$ cat src/rtl/ahb_fir_fifo.sv
// Sample buffer behind the AHB FIR filter. Captured samples are drained over a
// zero-wait AHB-Lite slave with DATA/STATUS/CTRL/THRESH registers and a level irq.
module ahb_fir_fifo #(
  parameter int AWIDTH   = 32,
  parameter int DWIDTH   = 32,
  parameter int OUT_SIZE = 32,
  parameter int DEPTH    = 16,
  parameter int CW       = $clog2(DEPTH) + 1
) (
  input  logic                clk,
  input  logic                rst_n,
  input  logic                hsel,
  input  logic [AWIDTH-1:0]   haddr,
  input  logic [2:0]          hsize,
  input  logic                hwrite,
  input  logic [1:0]          htrans,
  input  logic [DWIDTH-1:0]   hwdata,
  input  logic                hready,
  output logic                hreadyout,
  output logic                hresp,
  output logic [DWIDTH-1:0]   hrdata,
  input  logic [OUT_SIZE-1:0] in_wave,
  input  logic                write_en,
  output logic                irq
);

  localparam int AW = $clog2(DEPTH);

  typedef enum logic [1:0] {
    REG_DATA   = 2'd0,
    REG_STATUS = 2'd1,
    REG_CTRL   = 2'd2,
    REG_THRESH = 2'd3
  } reg_e;

  logic          hsel_1, hwrite_1;
  logic [1:0]    htrans_1;
  logic [2:0]    hsize_1;
  reg_e          addr_1;

  logic [OUT_SIZE-1:0] mem [DEPTH];
  logic [AW-1:0] rd_ptr, wr_ptr;
  logic [CW-1:0] count, thresh;
  logic          overflow, underflow;

  logic empty, full, valid, rd_valid, wr_valid;
  logic pop, push, flush, ovf_set, udf_set, ovf_clr, udf_clr;
  logic [DWIDTH-1:0] status;

  assign hreadyout = 1'b1;
  assign hresp     = 1'b0;

  always_ff @(posedge clk or negedge rst_n) begin
    if (!rst_n) begin
      hsel_1   <= 1'b0;
      hwrite_1 <= 1'b0;
      htrans_1 <= '0;
      hsize_1  <= '0;
      addr_1   <= REG_DATA;
    end else if (hready) begin
      hsel_1   <= hsel;
      hwrite_1 <= hwrite;
      htrans_1 <= htrans;
      hsize_1  <= hsize;
      addr_1   <= reg_e'(haddr[3:2]);
    end
  end

  assign empty    = (count == '0);
  assign full     = (count == CW'(DEPTH));
  assign valid    = hsel_1 & htrans_1[1];
  assign rd_valid = valid & ~hwrite_1;
  assign wr_valid = valid & hwrite_1;

  assign flush   = wr_valid & (addr_1 == REG_CTRL) & hwdata[0];
  assign ovf_clr = wr_valid & (addr_1 == REG_CTRL) & hwdata[1];
  assign udf_clr = wr_valid & (addr_1 == REG_CTRL) & hwdata[2];

  // A pop frees the slot a full push needs, so both proceed in that cycle.
  assign pop     = rd_valid & (addr_1 == REG_DATA) & ~empty & ~flush;
  assign udf_set = rd_valid & (addr_1 == REG_DATA) & empty;
  assign push    = write_en & (~full | pop) & ~flush;
  assign ovf_set = write_en & full & ~pop & ~flush;

  always_comb begin
    status           = '0;
    status[CW-1:0]   = count;
    status[16]       = empty;
    status[17]       = full;
    status[18]       = overflow;
    status[19]       = underflow;
  end

  always_comb begin
    hrdata = '0;
    if (rd_valid) begin
      unique case (addr_1)
        REG_DATA:   hrdata = empty ? '0 : DWIDTH'($signed(mem[rd_ptr]));
        REG_STATUS: hrdata = status;
        REG_CTRL:   hrdata = '0;
        REG_THRESH: hrdata = DWIDTH'(thresh);
      endcase
    end
  end

  always_ff @(posedge clk) begin
    if (push) mem[wr_ptr] <= in_wave;
  end

  always_ff @(posedge clk or negedge rst_n) begin
    if (!rst_n) begin
      rd_ptr    <= '0;
      wr_ptr    <= '0;
      count     <= '0;
      overflow  <= 1'b0;
      underflow <= 1'b0;
      thresh    <= CW'(1);
      irq       <= 1'b0;
    end else begin
      if (flush) begin
        rd_ptr <= '0;
        wr_ptr <= '0;
        count  <= '0;
      end else begin
        if (push) wr_ptr <= wr_ptr + 1'b1;
        if (pop)  rd_ptr <= rd_ptr + 1'b1;
        count <= count + CW'(push) - CW'(pop);
      end
      if (ovf_set)      overflow <= 1'b1;
      else if (ovf_clr) overflow <= 1'b0;
      if (udf_set)      underflow <= 1'b1;
      else if (udf_clr) underflow <= 1'b0;
      if (wr_valid && addr_1 == REG_THRESH) thresh <= hwdata[CW-1:0];
      irq <= ((count >= thresh) && (thresh != '0)) | overflow;
    end
  end

  logic unused_bits;
  assign unused_bits = ^{hsize_1, haddr[AWIDTH-1:4], haddr[1:0], hwdata[DWIDTH-1:CW]};

endmodule

$ cat config.mk
export PLATFORM = sky130hd
export DESIGN_NAME = ahb_fir_fifo
export DESIGN_NICKNAME = d
export VERILOG_FILES = /design/src/rtl/ahb_fir_fifo.sv
export SDC_FILE = /design/constraint.sdc
export NUM_CORES = 1
export LEC_CHECK = 0
export ABC_CLOCK_PERIOD_IN_PS = 5800
export BUFFER_PORTS_ARGS = -buffer_cell sky130_fd_sc_hd__buf_2
export CAP_MARGIN = 20
export CELL_PAD_IN_SITES_DETAIL_PLACEMENT = 1
export CELL_PAD_IN_SITES_GLOBAL_PLACEMENT = 1
export CORE_ASPECT_RATIO = 0.75
export CORE_MARGIN = 8
export CORE_UTILIZATION = 25
export CTS_BUF_LIST = sky130_fd_sc_hd__clkbuf_4
export DETAILED_ROUTE_END_ITERATION = 10
export PLACE_DENSITY_LB_ADDON = 0.1
export SYNTH_ARGS = -nofsm -noshare
export SYNTH_HDL_FRONTEND = slang
export SYNTH_SLANG_ARGS = --single-unit
export TNS_END_PERCENT = 30
$ cat constraint.sdc
create_clock -name clk -period 5.8 [get_ports clk]
set_clock_uncertainty 0.2 [all_clocks]
set_input_delay 0.58 -clock clk [delete_from_list [all_inputs] [get_ports clk]]
set_output_delay 0.58 -clock clk [all_outputs]
set_load 0.1 [all_outputs]
==> run summary, run 1 <==
STATUS
----------------------------------------------------------------------------------------
Run status                                                                  finished clean

TIMING
----------------------------------------------------------------------------------------
TNS Setup                                                                           0 ps
Minimum period implied by the final worst setup slack                            4890 ps
Setup repair after global routing missed its margin                                   no
Fin Hold WS                                                                       188 ps
Tightest Pin Transition                                                           974 ps
Worst rel slew slack                                                               35.1%
Number of failing setup endpoints in the final timing report                           0
Final Max Tran Viols                                                                   0
Max Clock Freq                                                                 0.205 GHz
Final hold viol count                                                                  0
Post-route clock period utilization                                                84.2%

CLOCK TREE
----------------------------------------------------------------------------------------
CTS buffer count                                                                     144
Resized cells post-CTS                                                                 0
Clock transition at the registers of the reported paths                            70 ps
CTS tree                                                                           built
# clock sinks                                                                        538
Cell chosen for the clock root                                              sky130_fd_sc_hd__clkbuf_4
Clock latency of the later-clocked register in the worst-skew pair                960 ps
CTS H-tree depth                                                                       4
Longest Clk Path Bufs                                                                  3

LOGIC SYNTHESIS
----------------------------------------------------------------------------------------
Async set-or-reset flop fraction in the synthesized netlist                        4.83%
Warnings from Yosys                                                                    0
Most used flip-flop cell after synthesis                                    sky130_fd_sc_hd__edfxtp_1
Mean cell area of the mapped netlist                                            21.9 µm²
Part of the Yosys area used for sequential elements                                75.7%
Net count after synthesis                                                           1092
Flops & latches, synth                                                               538
Number of flops mapped to enable cells by yosys                                      512
Mapped Cells                                                                         968
Area of the mapped netlist                                                     21200 µm²
Yosys cell types                                                                      45

CRITICAL PATH
----------------------------------------------------------------------------------------
Number of buffers and inverters on the critical path                                   3
Max stage delay cell, worst path                                            sky130_fd_sc_hd__dfrtp_4
Register-to-register setup slack                                                 1690 ps
Max Fanout on Critical Path                                                           35
Critical path endpoint category                                             primary output
Worst Setup Start Kind                                                          register
Top Family by Delay on Critical Path                                        multiplexers
Type of the setup path with the least slack                                 register to primary output
Max stage delay on crit path                                                      810 ps
Req. time, crit path                                                             5020 ps
Cells along the critical path                                               buf_12 -> buf_12 -> mux4_2 -> mux4_2 -> and2_1 -> buf_2
Arrival time reported for the critical path endpoint                             4110 ps

GLOBAL ROUTE
----------------------------------------------------------------------------------------
Combined global-route utilization of all metal layers                              12.6%
Initial antenna violation count                                                        6
Global-route wire length before repair                                          86100 µm
Met3 Usage GRT                                                                     3.23%
GR Util met1                                                                       16.7%
Grt total ovfl                                                                         0
Via count of the first global-routing pass                                         12200
GRT met2 Usage                                                                     20.1%
Layer with the highest usage after global routing                                   met2
Largest net degree at the start of global routing                                     54

PLACED DESIGN
----------------------------------------------------------------------------------------
Count of input and output buffers                                                     78
Half-perimeter wire length after placement                                      32600 µm
Instance area at placement                                                     23100 µm²
Placer's final routability congestion estimate                                     0.651

POWER AND IR DROP
----------------------------------------------------------------------------------------
Power density over the cells                                                  450 nW/µm²
Net switching power figure                                                       3530 µW
Static power due to leakage                                                   0.00839 µW
Combinational share of power                                                       26.2%
Power share of the clock group                                                     29.6%
Proportion of power drawn by flip-flops and latches                                44.2%
Internal Power                                                                   7910 µW
Switching power as a share of total power                                          30.9%
Max VDD drop                                                                    0.157 mV

FINAL LAYOUT
----------------------------------------------------------------------------------------
Utilization after layout                                                           30.2%
Area occupied by multi-input gates                                              4850 µm²
Most common cell after layout, fill and taps aside                          sky130_fd_sc_hd__edfxtp_1
Layout cell share with drive strength beyond 1                                     38.7%
Total area of sequential cells                                                 16000 µm²
Final cell area excluding filler cells                                         25400 µm²
Top library cells by usage in the layout, fill and taps aside               sky130_fd_sc_hd__edfxtp_1 (512), sky130_fd_sc_hd__clkbuf_4 (205), sky130_fd_sc_hd__mux4_2 (149)
Number of fillers in the final layout                                               8624
NumNets Final                                                                       1353
Signed area change from the synthesized netlist to the final layout                20.0%

DRT
----------------------------------------------------------------------------------------
Number of antenna-violating nets in the routed design                                  0
Routed vias/inst                                                                    4.34
Routed vias                                                                        10700
Overall routed net length                                                       59400 µm
Wire length per cell                                                             24.1 µm
Drc violations                                                                         0
Number of search-and-repair iterations in the first detailed-routing pass              5
Number of violations reported at the end of detailed-routing iteration 0             614

DIE
----------------------------------------------------------------------------------------
Die Wd                                                                            352 µm
Starting density of the core                                                       25.2%
Floorplan core area                                                            84000 µm²
Num rows                                                                              92
Number of top-level pins                                                             142
DIE AREA                                                                       94400 µm²
Floorplan die height                                                              268 µm

RUN
----------------------------------------------------------------------------------------
Maxcap violations                                                                      0

HOLD PATH
----------------------------------------------------------------------------------------
Hold Crit Class                                                             primary input to register

kinds of logic after synthesis:
group,Yosys count,synth area share [%]
simple gates,117,2.95
mux,167,16.8
buf+inv,68,1.64
xor+xnor,9,0.372
flops,538,75.7
fa+ha+maj,17,1.04
compound gates,50,1.56
other cells,2,0.0355
cells in the mapped netlist, drive strengths merged, types with 3 or more instances:
master  count  share of area [%]
dfrtp      25                3.0
ha         16               0.95
a21oi      14               0.33
a221oi      3               0.12
mux4      149                 16
xor2        6               0.25
nand3      15               0.35
and2       38                1.1
nand2      21               0.37
mux2       10               0.53
a22o        8               0.33
nor4b       3               0.12
nor2b       3              0.089
clkbuf     15               0.27
buf        33                1.0
edfxtp    512                 73
inv        19               0.34
a21o        3               0.11
nand2b      3              0.089
o21ai      15               0.35
xnor2       3               0.12
and3        4               0.12
nor2       20               0.35
o211ai      3               0.11
mux2i       8               0.38
worst reg2reg max path: stages (launching register included):
cell and delay, ps:
sky130_fd_sc_hd__dfrtp_1 440, sky130_fd_sc_hd__inv_1 120, sky130_fd_sc_hd__ha_1 170, sky130_fd_sc_hd__nor3b_1 480, sky130_fd_sc_hd__nand2b_1 240, sky130_fd_sc_hd__nand2_1 240, sky130_fd_sc_hd__inv_2 400, sky130_fd_sc_hd__ha_1 470
sky130_fd_sc_hd__inv_1 40, sky130_fd_sc_hd__ha_1 180, sky130_fd_sc_hd__inv_1 80, sky130_fd_sc_hd__fa_1 210, sky130_fd_sc_hd__inv_1 50, sky130_fd_sc_hd__a21oi_1 140, sky130_fd_sc_hd__nor2_1 60, sky130_fd_sc_hd__or3_1 340
sky130_fd_sc_hd__a21oi_1 150
path summary, 6_finish.rpt:
kind | start | endpoint | cells past startpoint
setup / recovery | rd_ptr[0] | hrdata[12] | 6
hold / removal | hwdata[3] | thresh[3] | 3
setup reg to reg | count[2] | count[4] | 16
hold reg to reg | underflow | underflow | 1
max in group asynchronous | rst_n | rd_ptr[1] | 4
min in group asynchronous | rst_n | thresh[0] | 3
state kept, by name (all words and copies together), names as in the netlist:
name	flops
thresh	5
hsel_1	1
irq	1
overflow	1
hwrite_1	1
rd_ptr	4
addr_1	2
wr_ptr	4
underflow	1
count	5
htrans_1	1
mem	512
repair_timing:
action	in CTS	in global routing
setup buffers	0	0
hold buffers	52	0
hold endpoints to repair	562	0
layout make-up:
| class | instances | share of cell area (%) |
|---|---|---|
| sequential | 538 | 63.1 |
| antenna | 7 | 0.0689 |
| timing repair buffer | 163 | 4.84 |
| inverter | 20 | 0.295 |
| multi-input combinational | 362 | 19.1 |
| clock inverter | 36 | 0.985 |
| clock buffer | 205 | 6.06 |
| tap | 1128 | 5.55 |
power by group through the flow:
stage | clock, µW | combinational, µW | sequential, µW
detailed placement | 0 | 3080 | 5160
global placement | 0 | 3070 | 5150
CTS | 3560 | 3130 | 5080
global route | 3730 | 3270 | 5120
floorplan | 0 | 2250 | 4880
finish | 3380 | 3000 | 5050
routing by layer:
metal / routed length [µm] / part of all wire (%)
met2: 27900 / 47
met1: 27800 / 47
met5: 0 / 0
met3: 2490 / 4.2
met4: 1160 / 2.0
stage by stage:
stage	power, µW	cells	setup WS (ps)
floorplan	7140	968	2170
global route	12100	2455	611
finish	11400	2459	914
detailed placement	8240	2159	1590
global placement	8220	2159	1670
CTS	11800	2452	680
No activity file was read; power rests on OpenSTA's default activity.
==> inputs of run 2 (changes only) <==
--- a/config.mk
+++ b/config.mk
@@ -5,7 +5,8 @@
 export SDC_FILE = /design/constraint.sdc
 export NUM_CORES = 1
 export LEC_CHECK = 0
-export ABC_CLOCK_PERIOD_IN_PS = 5800
+export ABC_AREA = 1
+export ABC_CLOCK_PERIOD_IN_PS = 4400
 export BUFFER_PORTS_ARGS = -buffer_cell sky130_fd_sc_hd__buf_2
 export CAP_MARGIN = 20
 export CELL_PAD_IN_SITES_DETAIL_PLACEMENT = 1
==> constraint.sdc (replaced) <==
create_clock -name clk -period 4.4 [get_ports clk]
set_clock_uncertainty 0.2 [all_clocks]
set_input_delay 0.44 -clock clk [delete_from_list [all_inputs] [get_ports clk]]
set_output_delay 0.44 -clock clk [all_outputs]
set_load 0.1 [all_outputs]
==> run 2 against run 1 <==
Critical path depth grew 4. Worst hold slack gained 20 ps. Clock-buffer cell count grew 29. Sequential share of layout area shrank 4.3 points. Combinational power grew 73%. Cell area grew 7.2%. Utilization grew 0.82 points. Flip-flop and latch count is the same. Critical endpoint is now hrdata[17].
==> run summary, run 2 <==
CRITICAL PATH
----------------------------------------------------------------------------------------
Max stage delay cell, worst path                                            sky130_fd_sc_hd__dfrtp_4
Number of buffers and inverters on the critical path                                   2   -1
Max stage delay on crit path                                                      640 ps   -170 ps
Top Family by Delay on Critical Path                                        simple AND/OR/NAND/NOR gates
Worst Setup Start Kind                                                          register
Most frequent cell on the critical path                                     sky130_fd_sc_hd__nand2_1
Req. time, crit path                                                             3760 ps   -1260 ps
Arrival time reported for the critical path endpoint                             3480 ps   -630 ps
Critical path endpoint category                                             primary output
Cells along the critical path                                               nor2_4 -> buf_12 -> nand3_1 -> nand2_1 -> nor2_1 -> nand2_1 -> nand2_1 -> nand2_1 -> a21oi_1 -> buf_12
Max Fanout on Critical Path                                                           34   -2.9%
Type of the setup path with the least slack                                 register to primary output

LOGIC SYNTHESIS
----------------------------------------------------------------------------------------
Part of the Yosys area used for sequential elements                                72.4%   -3.3 points
Number of flops mapped to enable cells by yosys                                      512   unchanged
Mapped Cells                                                                        1847   +91%
Area of the mapped netlist                                                     22100 µm²   +4.6%
Warnings from Yosys                                                                    0   unchanged
Flops & latches, synth                                                               538   unchanged
Net count after synthesis                                                           1971   +80%
Cell with the most instances after synthesis                                sky130_fd_sc_hd__edfxtp_1
Most used flip-flop cell after synthesis                                    sky130_fd_sc_hd__edfxtp_1
Cell type with the largest total area after synthesis                       sky130_fd_sc_hd__edfxtp_1
Yosys cell types                                                                      40   -11%
Mean cell area of the mapped netlist                                            12.0 µm²   -45%
Ranking of synthesized cells by area                                        sky130_fd_sc_hd__edfxtp_1 (69%), sky130_fd_sc_hd__nand2_1 (6.0%), sky130_fd_sc_hd__o21ai_0 (3.7%)
Async set-or-reset flop fraction in the synthesized netlist                        4.83%   unchanged
Area share of the largest cell type after synthesis                                69.4%   -3.2 points
List of most frequent post-synthesis cells                                  sky130_fd_sc_hd__edfxtp_1 (512), sky130_fd_sc_hd__nand2_1 (352), sky130_fd_sc_hd__nor2_1 (198), sky130_fd_sc_hd__o21ai_0 (163), sky130_fd_sc_hd__nand3_1 (134)

POWER AND IR DROP
----------------------------------------------------------------------------------------
Power share of the clock group                                                     29.8%   +0.2 points
Switching power as a share of total power                                          37.5%   +6.6 points
Max VDD drop                                                                    0.362 mV   +130%
Combinational share of power                                                       31.5%   +5.3 points
Net switching power figure                                                       6170 µW   +75%
Power density over the cells                                                  604 nW/µm²   +34%
Proportion of power drawn by flip-flops and latches                                38.7%   -5.5 points
Internal Power                                                                  10300 µW   +30%
Static power due to leakage                                                   0.00999 µW   +19%
Final Total Pwr                                                                 16500 µW   +44%

TIMING
----------------------------------------------------------------------------------------
Minimum period implied by the final worst setup slack                            4120 ps
Max Clock Freq                                                                 0.243 GHz
Setup repair after global routing missed its margin                                   no
Final hold viol count                                                                  0   unchanged
Post-route clock period utilization                                                93.7%
Tightest Pin Transition                                                           960 ps   -14.0 ps
Final Max Tran Viols                                                                   0   unchanged
Worst rel slew slack                                                               36.0%   +0.93 points
Number of failing setup endpoints in the final timing report                           0   unchanged
TNS Setup                                                                           0 ps   unchanged

FINAL LAYOUT
----------------------------------------------------------------------------------------
NumNets Final                                                                       2217   +64%
Area occupied by multi-input gates                                              5240 µm²   +7.8%
Filler-free cell count of the finished design                                       3368   +37%
Number of fillers in the final layout                                               9605   +11%
Largest regs                                                                mem (512), count (5), thresh (5)
Largest register FFs                                                                 512   unchanged
Most common cell after layout, fill and taps aside                          sky130_fd_sc_hd__edfxtp_1
Top library cells by usage in the layout, fill and taps aside               sky130_fd_sc_hd__edfxtp_1 (512), sky130_fd_sc_hd__nand2_1 (351), sky130_fd_sc_hd__clkbuf_4 (234)
Signed area change from the synthesized netlist to the final layout                23.1%
Total area of sequential cells                                                 16000 µm²   unchanged
Layout cell share with drive strength beyond 1                                     19.4%   -19 points
Top reg by flops                                                                     mem

GLOBAL ROUTE
----------------------------------------------------------------------------------------
Global-route wire length before repair                                         105000 µm   +22%
Via count of the first global-routing pass                                         15900   +31%
Largest net degree at the start of global routing                                    119   +120%
Initial antenna violation count                                                        5   -1
Combined global-route utilization of all metal layers                              14.4%   +1.8 points
Grt total ovfl                                                                         0   unchanged

PLACED DESIGN
----------------------------------------------------------------------------------------
Placer's final routability congestion estimate                                     0.707   +8.5%
Count of input and output buffers                                                     78   unchanged
Half-perimeter wire length after placement                                      38300 µm   +18%
Placed cell count                                                                   3025   +40%

CLOCK TREE
----------------------------------------------------------------------------------------
CTS tree                                                                           built
Longest Clk Path Bufs                                                                  3   unchanged
Clock transition at the registers of the reported paths                            70 ps   about the same
Cell chosen for the clock root                                              sky130_fd_sc_hd__clkbuf_4
Clock latency of the later-clocked register in the worst-skew pair                990 ps   +30 ps
# clock sinks                                                                        538   unchanged
CTS H-tree depth                                                                       4   unchanged
CTS buffer count                                                                     151   +4.9%

DIE
----------------------------------------------------------------------------------------
Floorplan die height                                                              274 µm   +2.1%
Die Wd                                                                            360 µm   +2.2%
Number of top-level pins                                                             142   unchanged
Starting density of the core                                                       25.2%   +0.037 points
Num rows                                                                              94   +2.2%
DIE AREA                                                                       98500 µm²   +4.3%
Floorplan core area                                                            87700 µm²   +4.4%

DRT
----------------------------------------------------------------------------------------
Number of search-and-repair iterations in the first detailed-routing pass              4   -1
Wire length per cell                                                             21.2 µm   -12%
Routed vias                                                                        15100   +41%
Routed vias/inst                                                                    4.47   +3.0%
Drc violations                                                                         0   unchanged
Overall routed net length                                                       71400 µm   +20%
Number of antenna-violating nets in the routed design                                  0   unchanged
Number of violations reported at the end of detailed-routing iteration 0             839   +37%

HOLD PATH
----------------------------------------------------------------------------------------
Hold Crit Class                                                             primary input to register

RUN
----------------------------------------------------------------------------------------
Maxcap violations                                                                      0   unchanged

STATUS
----------------------------------------------------------------------------------------
Run status                                                                  finished clean

==> run 2: cell type report <==
class / count / share of cell area (%)
multi-input cells: 1087 / 19.2
clock buffers: 234 / 6.45
diodes: 4 / 0.0367
well taps: 1152 / 5.29
inverters: 119 / 1.71
clock inverters: 38 / 1.07
repair buffers: 196 / 7.41
flip-flops and latches: 538 / 58.8
==> run 2: metal layers <==
| layer | track usage [%] | share of wire, % | vias to the layer above |
|---|---|---|---|
| li1 | - | - | 7097 |
| met1 | 19.7 | 49 | 7603 |
| met2 | 22.7 | 45 | 238 |
| met3 | 2.87 | 3.3 | 119 |
| met4 | 4.96 | 2.0 | 2 |
| met5 | 0 | 0.015 | - |
==> run 2: power by group through the flow <==
stage	Sequential, µW	Clock, µW	Combinational, µW
after global placement	6490	0	5190
after global routing	6430	5370	5810
after CTS	6400	5140	5320
after detailed placement	6500	0	5230
final	6380	4900	5190
after floorplan	6400	0	3340
==> run 2: worst paths after layout <==
| check | cells past startpoint | slack [ps] | start | to |
|---|---|---|---|---|
| setup / recovery | 10 | 280 | rd_ptr[1] | hrdata[17] |
| hold / removal | 2 | 210 | in_wave[22] | mem[3][22] |
| setup reg to reg | 17 | 800 | count[2] | count[4] |
| hold reg to reg | 2 | 320 | underflow | underflow |
| max in group asynchronous | 4 | 3390 | rst_n | rd_ptr[3] |
| min in group asynchronous | 4 | 370 | rst_n | underflow |
==> run 2: kinds of logic (layout without fill, tap and decap cells) <==
group                    after synthesis  in the layout  synth area share (%)
other                                  2              6                0.0339
adder cells (fa/ha/maj)               17             17                 0.994
multiplexers                           3              3                 0.153
AO/OA/AOI/OAI                        337            337                  8.02
buffers and inverters                222            587                  4.68
flip-flops                           538            538                  72.4
AND/OR/NAND/NOR                      726            726                  13.7
XOR/XNOR                               2              2                0.0791
==> run 2: timing repair <==
action	4_1_cts	5_1_grt
endpoints found under the setup margin	22	5
gates resized for setup	14	1
hold buffers	66	0
hold endpoints to repair	577	0
cloned	0	0
buffers inserted	0	1
pin swaps	0	0
==> run 2: per-stage QoR <==
stage | hold slack [ps] | area, µm² | util, % | worst slack, ps
2_1_floorplan | -55.6 | 22200 | - | 1040
3_3_place_gp | 298 | 24500 | 27.9 | 803
3_5_place_dp | 295 | 24500 | 27.9 | 801
4_1_cts | 21.1 | 27200 | 31.0 | 8.25
5_1_grt | 105 | 27300 | 31.1 | 21.5
6_report | 208 | 27300 | 31.1 | 278
==> inputs of run 3 (changes only) <==
--- a/config.mk
+++ b/config.mk
@@ -9,14 +9,11 @@
 export ABC_CLOCK_PERIOD_IN_PS = 4400
 export BUFFER_PORTS_ARGS = -buffer_cell sky130_fd_sc_hd__buf_2
 export CAP_MARGIN = 20
-export CELL_PAD_IN_SITES_DETAIL_PLACEMENT = 1
-export CELL_PAD_IN_SITES_GLOBAL_PLACEMENT = 1
 export CORE_ASPECT_RATIO = 0.75
 export CORE_MARGIN = 8
 export CORE_UTILIZATION = 25
 export CTS_BUF_LIST = sky130_fd_sc_hd__clkbuf_4
 export DETAILED_ROUTE_END_ITERATION = 10
-export PLACE_DENSITY_LB_ADDON = 0.1
 export SYNTH_ARGS = -nofsm -noshare
 export SYNTH_HDL_FRONTEND = slang
 export SYNTH_SLANG_ARGS = --single-unit
==> run 3 against run 2 <==
Clock power shrank 14%. Cell area shrank 2.8%. Largest cell class unchanged. Fmax shrank 1.5%. Sequential power shrank 0.8%. Global-route usage shrank 2.9 points.
==> run summary, run 3 (synthesis gave the netlist of run 2 again) <==
PLACED DESIGN
----------------------------------------------------------------------------------------
Placed cell count                                                                   3021   -0.13%
Placer's final routability congestion estimate                                     0.749   +6.1%
Count of input and output buffers                                                     78   unchanged
Instance area at placement                                                     24200 µm²   -1.2%
Half-perimeter wire length after placement                                      32300 µm   -16%
Worst setup slack before clock tree synthesis                                     979 ps   +178 ps

FINAL LAYOUT
----------------------------------------------------------------------------------------
Top reg by flops                                                                     mem
Most common cell after layout, fill and taps aside                          sky130_fd_sc_hd__edfxtp_1
Filler-free cell count of the finished design                                       3310   -1.7%
Largest register FFs                                                                 512   unchanged
Final cell area excluding filler cells                                         26500 µm²   -2.8%
NumNets Final                                                                       2191   -1.2%
Signed area change from the synthesized netlist to the final layout                19.6%
Number of fillers in the final layout                                               8923   -7.1%
Utilization after layout                                                           30.2%   -0.87 points
Layout cell share with drive strength beyond 1                                     17.7%   -1.7 points
Top library cells by usage in the layout, fill and taps aside               sky130_fd_sc_hd__edfxtp_1 (512), sky130_fd_sc_hd__nand2_1 (351), sky130_fd_sc_hd__clkbuf_4 (196)
Largest regs                                                                mem (512), count (5), thresh (5)

CLOCK TREE
----------------------------------------------------------------------------------------
Longest Clk Path Bufs                                                                  3   unchanged
Clock latency of the later-clocked register in the worst-skew pair                930 ps   -60 ps
Post-CTS setup-driven buffer insertion count                                           0   unchanged
CTS buffer count                                                                     136   -9.9%
Cell chosen for the clock root                                              sky130_fd_sc_hd__clkbuf_4
# clock sinks                                                                        538   unchanged
CTS tree                                                                           built
Clock transition at the registers of the reported paths                            70 ps   about the same
CTS H-tree depth                                                                       4   unchanged

DRT
----------------------------------------------------------------------------------------
Wire length per cell                                                             17.4 µm   -18%
Number of antenna-violating nets in the routed design                                  0   unchanged
M1 WL                                                                           26400 µm   -25%
Routed vias                                                                        14600   -2.8%
Overall routed net length                                                       57700 µm   -19%
Metal3 WL                                                                        3730 µm   +59%
Met2 wire len                                                                   26400 µm   -19%
Top Metal Used                                                                      met4
Routed vias/inst                                                                    4.42   -1.1%
Number of search-and-repair iterations in the first detailed-routing pass              5   +1
Number of violations reported at the end of detailed-routing iteration 0            1257   +50%
Drc violations                                                                         0   unchanged

TIMING
----------------------------------------------------------------------------------------
Final setup slack of the worst path                                               217 ps   -60.8 ps
Number of failing setup endpoints in the final timing report                           0   unchanged
TNS Setup                                                                           0 ps   unchanged
Worst rel slew slack                                                               43.5%   +7.5 points
Final Max Tran Viols                                                                   0   unchanged
Tightest Pin Transition                                                           845 ps   -115 ps
Max Clock Freq                                                                 0.239 GHz   -1.5%
Minimum period implied by the final worst setup slack                            4180 ps   +60.8 ps
Final hold viol count                                                                  0   unchanged
Setup repair after global routing missed its margin                                   no
Post-route clock period utilization                                                95.1%   +1.4 points

GLOBAL ROUTE
----------------------------------------------------------------------------------------
Global-route wire length before repair                                          86700 µm   -18%
Largest net degree at the start of global routing                                    180   +51%
Initial antenna violation count                                                        3   -2
Via count of the first global-routing pass                                         14100   -12%
Grt total ovfl                                                                         0   unchanged
Combined global-route utilization of all metal layers                              11.5%   -2.9 points

CRITICAL PATH
----------------------------------------------------------------------------------------
Max stage delay cell, worst path                                            sky130_fd_sc_hd__dfrtp_4
Arrival time reported for the critical path endpoint                             3540 ps   +60 ps
Max stage delay on crit path                                                      620 ps   -20 ps
Critical path endpoint category                                             primary output
Cells along the critical path                                               buf_16 -> o21ai_0 -> o22ai_1 -> nand2_1 -> nand2_1 -> nand2_1 -> a21oi_1 -> clkbuf_4
Most frequent cell on the critical path                                     sky130_fd_sc_hd__nand2_1
Max Fanout on Critical Path                                                          179   +430%
Type of the setup path with the least slack                                 register to primary output
Req. time, crit path                                                             3760 ps   about the same
Worst Setup Start Kind                                                          register

HOLD PATH
----------------------------------------------------------------------------------------
Hold Crit Class                                                             primary input to register

POWER AND IR DROP
----------------------------------------------------------------------------------------
Max VDD drop                                                                    0.429 mV   +19%
Static power due to leakage                                                   0.00967 µW   -3.2%
Power density over the cells                                                  583 nW/µm²   -3.4%

DIE
----------------------------------------------------------------------------------------
Floorplan die height                                                              274 µm   unchanged
Die Wd                                                                            360 µm   unchanged
Num rows                                                                              94   unchanged
Number of top-level pins                                                             142   unchanged
DIE AREA                                                                       98500 µm²   unchanged
Starting density of the core                                                       25.2%   unchanged
Floorplan core area                                                            87700 µm²   unchanged

STATUS
----------------------------------------------------------------------------------------
Run status                                                                  finished clean

RUN
----------------------------------------------------------------------------------------
Maxcap violations                                                                      0   unchanged

## run 3: area by class of cell
type,count,area (µm²),share of cell area [%]
Clock buffer,193,1450,5.47
Timing Repair Buffer,185,1640,6.21
Sequential cell,538,16000,60.5
Multi-Input combinational cell,1087,5220,19.7
Tap cell,1152,1440,5.44
Clock inverter,32,240,0.907
Inverter,119,460,1.74
Antenna cell,4,10.0,0.0378
## run 3: worst paths after layout
check | start | to | slack, ps | cells past startpoint
worst max-delay path | rd_ptr[0] | hrdata[12] | 220 | 8
worst min-delay path | hwdata[3] | thresh[3] | 140 | 4
worst max register to register | count[3] | count[4] | 1110 | 19
worst min register to register | underflow | underflow | 330 | 2
max in group asynchronous | rst_n | rd_ptr[2] | 3420 | 4
min in group asynchronous | rst_n | wr_ptr[3] | 390 | 4
## run 3: metal layers
layer / vias to the layer above / global-route usage [%]
met5: - / 0
met2: 458 / 17.9
met4: 0 / 4.55
met3: 97 / 2.69
li1: 7030 / -
met1: 7047 / 15.5
## run 3: timing repair
action                                 in CTS  in global routing
setup endpoints to repair                   8                  5
gates resized for setup                     3                  4
endpoints found under the hold margin     563                  0
hold buffers                               60                  0
## run 3: power breakdown
group	leakage [µW]	switching (µW)	total, µW	internal [µW]
sequential	0.00492	192	6330	6140
clock	0.000997	2030	4230	2200
combinational	0.00375	3520	4900	1380
## run 3: metrics by stage
stage / hold WS [ps] / total power (µW)
after global placement: 298 / 11300
after CTS: 7.49 / 15600
after floorplan: -55.6 / 9740
after global routing: 106 / 16400
after detailed placement: 299 / 11300
final: 143 / 15500
## run 3: worst max-delay path: cells and delay by family, from the launching register on
kind	cells	cell delay (ps)
flops	1	620
buf+inv	2	930
simple gates	3	210
compound gates	3	740
